$ cat src/rtl/nrzi_pkg.sv
// NRZI decoder shared types: FSM state encoding, byte width, bit decode.
// Imported by nrzi_decoder.
package nrzi_pkg;

  localparam int BYTE_W = 8;
  localparam int BCNT_W = $clog2(BYTE_W);

  typedef enum logic [1:0] {
    ST_IDLE  = 2'd0,
    ST_DATA  = 2'd1,
    ST_STUFF = 2'd2,
    ST_ERR   = 2'd3
  } state_e;

  // No line transition decodes as 1, a transition as 0.
  function automatic logic nrzi_bit(
    input logic lvl,
    input logic prev
  );
    return ~(lvl ^ prev);
  endfunction

endpackage

$ cat src/rtl/nrzi_decoder.sv
// NRZI line decoder with bit-destuffing and byte assembly (LSB first).
// Ports: clk, rst (sync high), sof/eof strobes, din_valid/din line bit
//        in; dout/dout_valid byte out, stuff_err/frag_err pulses, busy.
module nrzi_decoder
  import nrzi_pkg::*;
#(
  parameter int   STUFF_LEN  = 6,
  parameter logic IDLE_LEVEL = 1'b1
) (
  input  logic              clk,
  input  logic              rst,
  input  logic              sof,
  input  logic              eof,
  input  logic              din_valid,
  input  logic              din,
  output logic [BYTE_W-1:0] dout,
  output logic              dout_valid,
  output logic              stuff_err,
  output logic              frag_err,
  output logic              busy
);

  localparam int ONES_W = $clog2(STUFF_LEN + 1);
  localparam logic [ONES_W-1:0] ONES_MAX = ONES_W'(STUFF_LEN);
  localparam logic [ONES_W-1:0] ONES_ONE = ONES_W'(1);
  localparam logic [BCNT_W-1:0] BCNT_LAST = BCNT_W'(BYTE_W - 1);
  localparam logic [BCNT_W-1:0] BCNT_ONE = BCNT_W'(1);

  state_e              state;
  logic                prev_level;
  logic [BCNT_W-1:0]   bitcnt;
  logic [ONES_W-1:0]   ones;
  logic [BYTE_W-1:0]   sreg;

  // Values after an optional sof restart, before the bit is consumed.
  state_e              st_eff;
  logic                prev_eff;
  logic [BCNT_W-1:0]   bcnt_eff;
  logic [ONES_W-1:0]   ones_eff;
  logic [BYTE_W-1:0]   sreg_eff;

  state_e              st_n;
  logic                prev_n;
  logic [BCNT_W-1:0]   bcnt_n;
  logic [ONES_W-1:0]   ones_n;
  logic [BYTE_W-1:0]   sreg_n;
  logic [BYTE_W-1:0]   dout_n;
  logic                dv_n;
  logic                se_n;
  logic                fe_n;
  logic                dbit;
  logic                live;

  assign busy = (state == ST_DATA) || (state == ST_STUFF);

  // sof restarts the frame first so a coincident bit is decoded
  // against IDLE_LEVEL as bit 0 of the new frame.
  always_comb begin
    st_eff   = state;
    prev_eff = prev_level;
    bcnt_eff = bitcnt;
    ones_eff = ones;
    sreg_eff = sreg;
    if (sof) begin
      st_eff   = ST_DATA;
      prev_eff = IDLE_LEVEL;
      bcnt_eff = '0;
      ones_eff = '0;
      sreg_eff = '0;
    end
  end

  assign live = din_valid &&
                ((st_eff == ST_DATA) || (st_eff == ST_STUFF));
  assign dbit = nrzi_bit(din, prev_eff);

  always_comb begin
    st_n   = st_eff;
    prev_n = prev_eff;
    bcnt_n = bcnt_eff;
    ones_n = ones_eff;
    sreg_n = sreg_eff;
    dout_n = dout;
    dv_n   = 1'b0;
    se_n   = 1'b0;
    fe_n   = 1'b0;

    if (live) begin
      prev_n = din;
      unique case (1'b1)
        (st_eff == ST_DATA): begin
          sreg_n[bcnt_eff] = dbit;
          if (bcnt_eff == BCNT_LAST) begin
            dout_n = sreg_n;
            dv_n   = 1'b1;
            bcnt_n = '0;
          end else begin
            bcnt_n = bcnt_eff + BCNT_ONE;
          end
          // The ones run is kept across byte wraps.
          if (dbit) begin
            ones_n = ones_eff + ONES_ONE;
            if (ones_n == ONES_MAX) begin
              st_n = ST_STUFF;
            end
          end else begin
            ones_n = '0;
          end
        end
        (st_eff == ST_STUFF): begin
          ones_n = '0;
          if (dbit) begin
            se_n   = 1'b1;
            st_n   = ST_ERR;
            bcnt_n = '0;
            sreg_n = '0;
          end else begin
            st_n = ST_DATA;
          end
        end
        default: ;
      endcase
    end

    // eof is applied after the bit so a byte closing on it is clean.
    if (eof && !sof) begin
      unique case (1'b1)
        (st_n == ST_DATA),
        (st_n == ST_STUFF): begin
          fe_n   = (bcnt_n != '0);
          st_n   = ST_IDLE;
          bcnt_n = '0;
          ones_n = '0;
          sreg_n = '0;
        end
        (st_n == ST_ERR): st_n = ST_IDLE;
        default: ;
      endcase
    end
  end

  always_ff @(posedge clk) begin
    if (rst) begin
      state      <= ST_IDLE;
      prev_level <= IDLE_LEVEL;
      bitcnt     <= '0;
      ones       <= '0;
      sreg       <= '0;
      dout       <= '0;
      dout_valid <= 1'b0;
      stuff_err  <= 1'b0;
      frag_err   <= 1'b0;
    end else begin
      state      <= st_n;
      prev_level <= prev_n;
      bitcnt     <= bcnt_n;
      ones       <= ones_n;
      sreg       <= sreg_n;
      dout       <= dout_n;
      dout_valid <= dv_n;
      stuff_err  <= se_n;
      frag_err   <= fe_n;
    end
  end

endmodule
$ cat config.mk
export PLATFORM = sky130hd
export DESIGN_NAME = nrzi_decoder
export DESIGN_NICKNAME = d
export VERILOG_FILES = /design/src/rtl/nrzi_pkg.sv /design/src/rtl/nrzi_decoder.sv
export SDC_FILE = /design/constraint.sdc
export NUM_CORES = 1
export LEC_CHECK = 0
export CORE_MARGIN = 4
export CORE_UTILIZATION = 45
export CTS_CLUSTER_DIAMETER = 150
export DETAILED_ROUTE_END_ITERATION = 8
export GPL_ROUTABILITY_DRIVEN = 0
export PLACE_DENSITY = 0.75
export SLEW_MARGIN = 15
export SYNTH_ARGS = -nofsm -noshare
export SYNTH_HDL_FRONTEND = slang
export SYNTH_SLANG_ARGS = --single-unit
$ cat constraint.sdc
create_clock -name clk -period 2.8 [get_ports clk]
set_input_delay 0.56 -clock clk [delete_from_list [all_inputs] [get_ports clk]]
set_output_delay 0.56 -clock clk [all_outputs]
set_load 0.01 [all_outputs]
* Word-level counts from Yosys, hierarchy flattened
Cells that the tools add are included.
** Word-level totals
- Register bits :: 28
- Input bits :: 6
- Output and inout bits :: 12
- Logic and storage cells :: 76
** Operators by class
- Add/sub/neg operators :: 2
- $lt $le $gt $ge :: 2
- Equal/unequal tests :: 9
- Mux-type cells :: 34
- Bitwise logic cells :: 7
- Reductions and logical operators :: 13
** Operator list (number)
- $mux 8 :: 5
- $mux 3 :: 11
- $pmux 8 s2 :: 1
- $mux 2 :: 7
- $pmux 3 s2 :: 2
- $reduce_or 3->1 :: 4
- $bwmux 8 :: 1
- $eq 2x2->1 const B :: 4
- $add 3x1->3 const B :: 2
- $eq 2x1->1 const B :: 3
- $eq 3x3->1 const B :: 2
- $not 1->1 :: 6
- $mux 1 :: 5
- $lt 3x4->1 const B :: 1
- $pmux 2 s2 :: 1
- $demux 1 s3 :: 1
- $ge 3x1->1 const B :: 1
- $logic_and 1x1->1 :: 3
- $reduce_and 3->1 :: 1
- $reduce_bool 3->1 :: 1
- $logic_or 1x1->1 :: 2
- $reduce_or 2->1 :: 1
- $logic_not 1->1 :: 1
- $xor 1x1->1 :: 1

* Longest topological paths before layout
- Depth after elaboration :: 11
- Depth in mapped cells :: 10
- Mapped depth without buffers :: 9

* Least setup slack after synthesis
No wires, ideal clock.
- Path type :: input port to flip-flop
- From :: in sof
- To :: reg bitcnt[0]
- Arrival time :: 2.165 ns
- Path slack :: 0.491 ns
- Stages on the path :: 9
- Cells stage by stage :: clkbuf_1 > nor2b_1 > ha_1 > inv_1 > a2111oi_2 > o211ai_1 > xnor2_2 > buf_6 > a211oi_2
** On the way
- Word-level cells in the longest chain between the ends :: 11
- Elaborated cells on any way between the ends :: 29
** Ends and longest elaborated chain
- from (decl) :: line nrzi_decoder.sv:12 : input logic sof,
- $mux 3 :: line nrzi_decoder.sv:64 : if (sof) begin
- $add 3x1->3 :: line nrzi_decoder.sv:102 : ones_n = ones_eff + ONES_ONE;
- $eq 3x3->1 :: line nrzi_decoder.sv:103 : if (ones_n == ONES_MAX) begin
- $mux 2 :: line nrzi_decoder.sv:103
- $mux 2 :: line nrzi_decoder.sv:101 : if (dbit) begin
- $pmux 2 s2 :: line nrzi_decoder.sv:90 : unique case (1'b1)
- $mux 2 :: line nrzi_decoder.sv:88 : if (live) begin
- $eq 2x1->1 / $eq 2x2->1 (equally long branches) :: line nrzi_decoder.sv:128, nrzi_decoder.sv:129
- $reduce_or 2->1
- $mux 3 :: line nrzi_decoder.sv:127 : unique case (1'b1)
- $mux 3 * :: line nrzi_decoder.sv:126 : if (eof && !sof) begin
- to (signal assigned) :: line nrzi_decoder.sv:156 : bitcnt <= bcnt_n;
- to (decl) :: line nrzi_decoder.sv:31 : logic [BCNT_W-1:0] bitcnt;
Mark *: on every way between the ends. The rest lies on a longest branch, timed or not.
A chain may end at the register's enable or synchronous reset.

* Worst setup path in the final report
- From :: in sof
- To :: reg sreg[4]
** On the way
- Word-level cells in the longest chain between the ends :: 11
- Elaborated cells on any way between the ends :: 34
** Ends and longest elaborated chain
- $mux 3 :: line nrzi_decoder.sv:64
- $add 3x1->3 :: line nrzi_decoder.sv:102
- $eq 3x3->1 :: line nrzi_decoder.sv:103
- $mux 2 :: line nrzi_decoder.sv:103
- $mux 2 :: line nrzi_decoder.sv:101
- $pmux 2 s2 :: line nrzi_decoder.sv:90
- $mux 2 :: line nrzi_decoder.sv:88
- $eq 2x1->1 / $eq 2x2->1 (equally long branches) :: line nrzi_decoder.sv:128, nrzi_decoder.sv:129
- $reduce_or 2->1
- $mux 8 :: line nrzi_decoder.sv:127
- $mux 8 * :: line nrzi_decoder.sv:126
- to (signal assigned) :: line nrzi_decoder.sv:158 : sreg <= sreg_n;
- to (decl) :: line nrzi_decoder.sv:33 : logic [BYTE_W-1:0] sreg;
Marks and branches as above.

==> results.tsv <==
metric	value	unit
slew_headroom	0.514	
startpoint_type	primary input	
crit_chain	clkdlybuf4s50_1 > nor2b_1 > ha_1 > inv_1 > a2111oi_2 > o211ai_1 > xnor2_2 > buf_4 > a211oi_2	
drv_slew	0	
status	finished clean	
first_iter_violations	137	
hold_buffers	0	
synth_nets	209	
synth_cells	197	
rsz0062_at_grt	no	
netlist_area	1680	µm²
synth.avg_cell_area	8.53	µm²
irDropWorstVdd	0.000197	V
final_nets	237	
cts_tree	yes	
core_area	3470	µm²
yosysUniqueCellTypes	46	
drc	0	
cp.required	2.95	ns
synth-edff-count	0	
antennaDiodeCount	0	
die_w	69.1	µm
dieArea	4780	µm²
min_path_type	register to register	
grt_antenna_before_repair	0	
final.setup.tns	0	ns
area_delta_synth_final	23.6	%
period_share	0.937	
holdWs	0.456	ns
power	0.867	mW
grt_max_degree	21	
drive_gt1_frac	0.196	
finalSetupViolCount	0	
wl_per_cell	14.5	µm
grt_pass1_wl	6.51	mm
critPathSlowestCell	clkdlybuf4s50_1	
fmax	381	MHz
critPathKind	primary input to register	
cts_root_buf	clkbuf_8	
fin_crit	2.62	ns
critPathBufInv	3	
io_pins	18	
cellPowerDensity	417	nW/µm²
fin_worst_skew	0.00122	ns
track_usage	0.164	
clock_latency	0.28	ns
synth_top_area_share	0.334	
worstMarginPinSlew	0.726	ns
cts_max_level	1	
cp_top_family	buffers and inverters	
cts.clk_slew.worst_paths	0.10	ns
yosysSeqAreaShare	0.334	
rows	21	
yosys_warnings	0	
stdcell_area	2080	µm²
final_hold_viol_count	0	
port_buffers	17	
dr.pass1.iters	4	
crit_arrival	2.77	ns
grt.overflow.total	0	
cp_slowest_stage_delay	0.48	ns
synth_seq_cells	28	
cts.sinks	28	
final_common_cell	dfxtp_1	
post_cts_buffers	0	
synth_flop_cell	dfxtp_1	
grt_pass1_vias	1404	
initial_core_util	0.484	
antenna_left	0	
routed_wl	3.93	mm
vias_per_cell	5.75	
yosysTopAreaCell	dfxtp_1	
place_area	2010	µm²
final_cell_mix	dfxtp_1, nand2_1, buf_4	
synth_area_leaders	dfxtp_1, a211oi_2, nand2_1, ha_1, a21oi_1	
maxCapViolCount	0	
cts_resized	0	
num_vias	1552	
numCtsBuffers	3	
cts_buffer_depth	2	
cp_max_fo	7	
die_h	69.1	µm
cp-end-kind	register	
leakage	0.720	nW
synth-async-reset-ratio	0	
dp_hpwl	2.88	mm
==> area by class of cell <==
| type | instances | area, µm² |
|---|---|---|
| Fill cell | 316 | 1390 |
| Inverter | 7 | 26.3 |
| Timing Repair Buffer | 38 | 340 |
| Tap cell | 46 | 57.6 |
| Multi-Input combinational cell | 147 | 1020 |
| Clock inverter | 1 | 30.0 |
| Clock buffer | 3 | 41.3 |
| Sequential cell | 28 | 561 |
==> worst register-to-register path: stages (launching register included) <==
cell       delay, ns
dfxtp_1         0.37
nor2b_1         0.21
ha_1            0.18
inv_1           0.05
a2111oi_2       0.37
o211ai_1        0.23
xnor2_2         0.39
buf_4           0.23
a211oi_2        0.07
==> registers in the layout, summed over array words and instances, names as in the netlist <==
register and cells:
dout 8, frag_err 1, sreg 8, ones 3, state 2, dout_valid 1
stuff_err 1, prev_level 1, bitcnt 3
==> cells in the mapped netlist, drive strengths merged, types with 4 or more instances <==
cell type,instances
nor2,12
ha,6
a21oi,15
nand3,4
a211oi,19
inv,7
clkbuf,11
o21ai,4
buf,4
nand2,25
nor2b,9
a31oi,7
dfxtp,28
==> metal layers <==
| layer | routed length, µm | track usage | part of all wire |
|---|---|---|---|
| met5 | 0 | 0 | 0 |
| met4 | 50 | 0.0456 | 0.013 |
| met3 | 179 | 0.0305 | 0.046 |
| met2 | 1910 | 0.274 | 0.49 |
| met1 | 1790 | 0.215 | 0.46 |
==> power by group <==
| part | leakage (nW) | internal [mW] | total [mW] | switching (mW) |
|---|---|---|---|---|
| registers | 0.226 | 0.402 | 0.406 | 0.00429 |
| logic | 0.458 | 0.0553 | 0.134 | 0.0785 |
| clock network | 0.0357 | 0.192 | 0.326 | 0.135 |
==> per-stage QoR <==
stage / utilization / setup slack (ns) / instances
2_1_floorplan: - / 0.491 / 197
3_3_place_gp: 0.578 / -0.0298 / 266
3_5_place_dp: 0.578 / -0.0854 / 266
4_1_cts: 0.599 / 0.192 / 270
5_1_grt: 0.599 / 0.0189 / 270
6_report: 0.599 / 0.177 / 270
==> worst paths after layout <==
kind	depth (start not counted)	slack, ns	end	start
worst max-delay path	9	0.18	sreg[4]	sof
worst min-delay path	2	0.46	dout[4]	dout[4]
worst max register to register	8	0.58	sreg[4]	ones[0]
worst min register to register	2	0.46	dout[4]	dout[4]
==> cells by family after synthesis <==
group	Yosys count	share of synthesized area
xor gates and xnor gates	3	0.0201
adders and majority gates	6	0.0447
DFF	28	0.334
buffers and inverters	22	0.0588
and+or+nand+nor	73	0.234
muxes	2	0.0134
AOI/OAI and AO/OA	63	0.296
Power figures use the tool's default switching activity.
==> variant (same settings) <==
Register the output `dout` once more, without a reset; this adds one clock of latency there. The other outputs are not delayed to match.
--- a/src/rtl/nrzi_decoder.sv
+++ b/src/rtl/nrzi_decoder.sv
@@ -26,4 +26,6 @@
   localparam logic [BCNT_W-1:0] BCNT_LAST = BCNT_W'(BYTE_W - 1);
   localparam logic [BCNT_W-1:0] BCNT_ONE = BCNT_W'(1);
+
+  logic [BYTE_W-1:0] dout_s0;
 
   state_e              state;
@@ -81,5 +83,5 @@
     ones_n = ones_eff;
     sreg_n = sreg_eff;
-    dout_n = dout;
+    dout_n = dout_s0;
     dv_n   = 1'b0;
     se_n   = 1'b0;
@@ -147,5 +149,5 @@
       ones       <= '0;
       sreg       <= '0;
-      dout       <= '0;
+      dout_s0    <= '0;
       dout_valid <= 1'b0;
       stuff_err  <= 1'b0;
@@ -157,5 +159,5 @@
       ones       <= ones_n;
       sreg       <= sreg_n;
-      dout       <= dout_n;
+      dout_s0    <= dout_n;
       dout_valid <= dv_n;
       stuff_err  <= se_n;
@@ -164,3 +166,7 @@
   end
 
+  always_ff @(posedge clk) begin
+    dout <= dout_s0;
+  end
+
 endmodule
Behaviour: not the same (Yosys sat finds a counterexample within 10 cycles, from zero or initial values and one cycle with rst high).
==> variant against the original RTL <==
Area after synthesis up 8.7%. Global-route usage up 0.86 points. Die area up 7.7%. Sequential share of layout area up 4.3 points. Power up 21%. Final area up 11%. Critical path type unchanged. Wire length up 7.1%. Sequential cell count up 8. Sequential power up 28%. Register-to-register slack better by 0.03 ns. Non-clock buffer count up 6. Worst setup slack better by 0.017 ns.
==> variant: results (changes against the original RTL) <==
Post-DP Area -> 2210 µm² (+10%)
worst reg-to-reg setup slack -> 0.61 ns (+0.03 ns)
synth cell count leaders -> dfxtp_1 (36), nand2_1 (22), a21oi_1 (12), nor2_1 (12), a211oi_2 (11)
hpwl dp -> 3030 µm (+5.4%)
CTS buffer count -> 5 (+2)
initial antenna violation count -> 0 (unchanged)
LEAKAGE -> 0.818 nW (+14%)
Synth warnings -> 0 (unchanged)
post-synthesis sequential area ratio -> 39.5% (+6.1 points)
clock slew at reported path FFs -> 0.07 ns (-0.03 ns)
metal1 wirelength -> 2040 µm (+14%)
first-pass GRT wire length -> 6980 µm (+7.2%)
worst-path fanout max -> 7 (unchanged)
peak supply drop -> 0.000255 V (+29%)
DRT iter0 DRCs -> 167 (+22%)
clk buf depth -> 2 (unchanged)
top post-synthesis cells by area -> dfxtp_1 (39%), a211oi_2 (7.5%), nand2_1 (4.5%)
Critical Path AT -> 2.75 ns (-0.02 ns)
Antenna diodes -> 0 (unchanged)
max_slew headroom -> 61.8% (+10 points)
DR vias -> 1595 (+2.8%)
outcome -> finished, final reports clean
WL met3 -> 166 µm (-7.3%)
Met2 Wirelength -> 1930 µm (+0.94%)
GRT met2 Usage -> 27.0% (-0.40 points)
Unique masters post-synth -> 45 (-2.2%)
largest net degree at the start of global routing -> 18 (-14%)
area share of the largest cell type after synthesis -> 39.5% (+6.1 points)
clk_skew -> 0.00365 ns (+0.00243 ns)
Crit path largest cell delay -> 0.55 ns (+0.07 ns)
Largest regs -> dout x8, dout_s0 x8, sreg x8
H-tree levels -> 2 (+1)
Routed WL per cell -> 14.7 µm (+1.1%)
fin nets -> 249 (+5.1%)
cell family with the largest share of critical-path delay -> buffers and inverters
Net Count, Synth -> 213 (+1.9%)
met3 Use GR -> 4.63% (+1.6 points)
met1 Track Usage GR -> 22.8% (+1.3 points)
Post-CTS Resized -> 0 (unchanged)
worst hold-check path type -> reg2reg
vias in the first global route -> 1473 (+4.9%)
EDFF count, synth -> 0 (unchanged)
ratio of cells with drive above 1 in the final layout -> 21.8% (+2.2 points)
DR pass1 iterations -> 4 (unchanged)
GRT Util Overall -> 17.3% (+0.86 points)
==> variant: where the power goes <==
part           leakage, nW  internal (mW)  switching (mW)
registers            0.291          0.516         0.00437
logic                0.483         0.0646          0.0824
clock network       0.0445          0.200           0.180
==> variant: logic make-up (layout without fill, tap and decap cells) <==
kind of cell	count (synthesis)	in the layout	synth area share (%)
flops	36	36	39.5
xor+xnor	3	3	1.85
compound gates	61	61	26.7
mux	2	2	1.23
buf+inv	21	58	5.20
simple gates	72	72	21.4
fa+ha+maj	6	6	4.11
==> variant: layout make-up <==
type / count / area [µm²]
clock inverters: 1 / 7.51
multi-input cells: 144 / 1010
flip-flops and latches: 36 / 721
fillers: 323 / 1490
well taps: 48 / 60.1
inverters: 6 / 22.5
repair buffers: 44 / 398
clock buffers: 7 / 86.3
==> variant: stage by stage <==
stage / hold WS (ns) / instances / setup slack, ns / setup TNS (ns)
6_report: 0.352 / 286 / 0.194 / 0
2_1_floorplan: 0.331 / 201 / 0.401 / 0
3_5_place_dp: 0.338 / 278 / -0.107 / -0.942
3_3_place_gp: 0.336 / 278 / -0.0483 / -0.456
4_1_cts: 0.354 / 286 / 0.181 / 0
5_1_grt: 0.358 / 286 / 0.0384 / 0
==> variant: path summary, 6_finish.rpt <==
path	from	end	cells after the start
setup / recovery	sof	sreg[4]$_SDFF_PP0_	10
hold reg to reg	dout_s0[7]$_SDFFE_PP0P_	dout[7]$_DFF_P_	0
hold / removal	dout_s0[7]$_SDFFE_PP0P_	dout[7]$_DFF_P_	0
setup reg to reg	ones[0]$_SDFF_PP0_	sreg[4]$_SDFF_PP0_	8
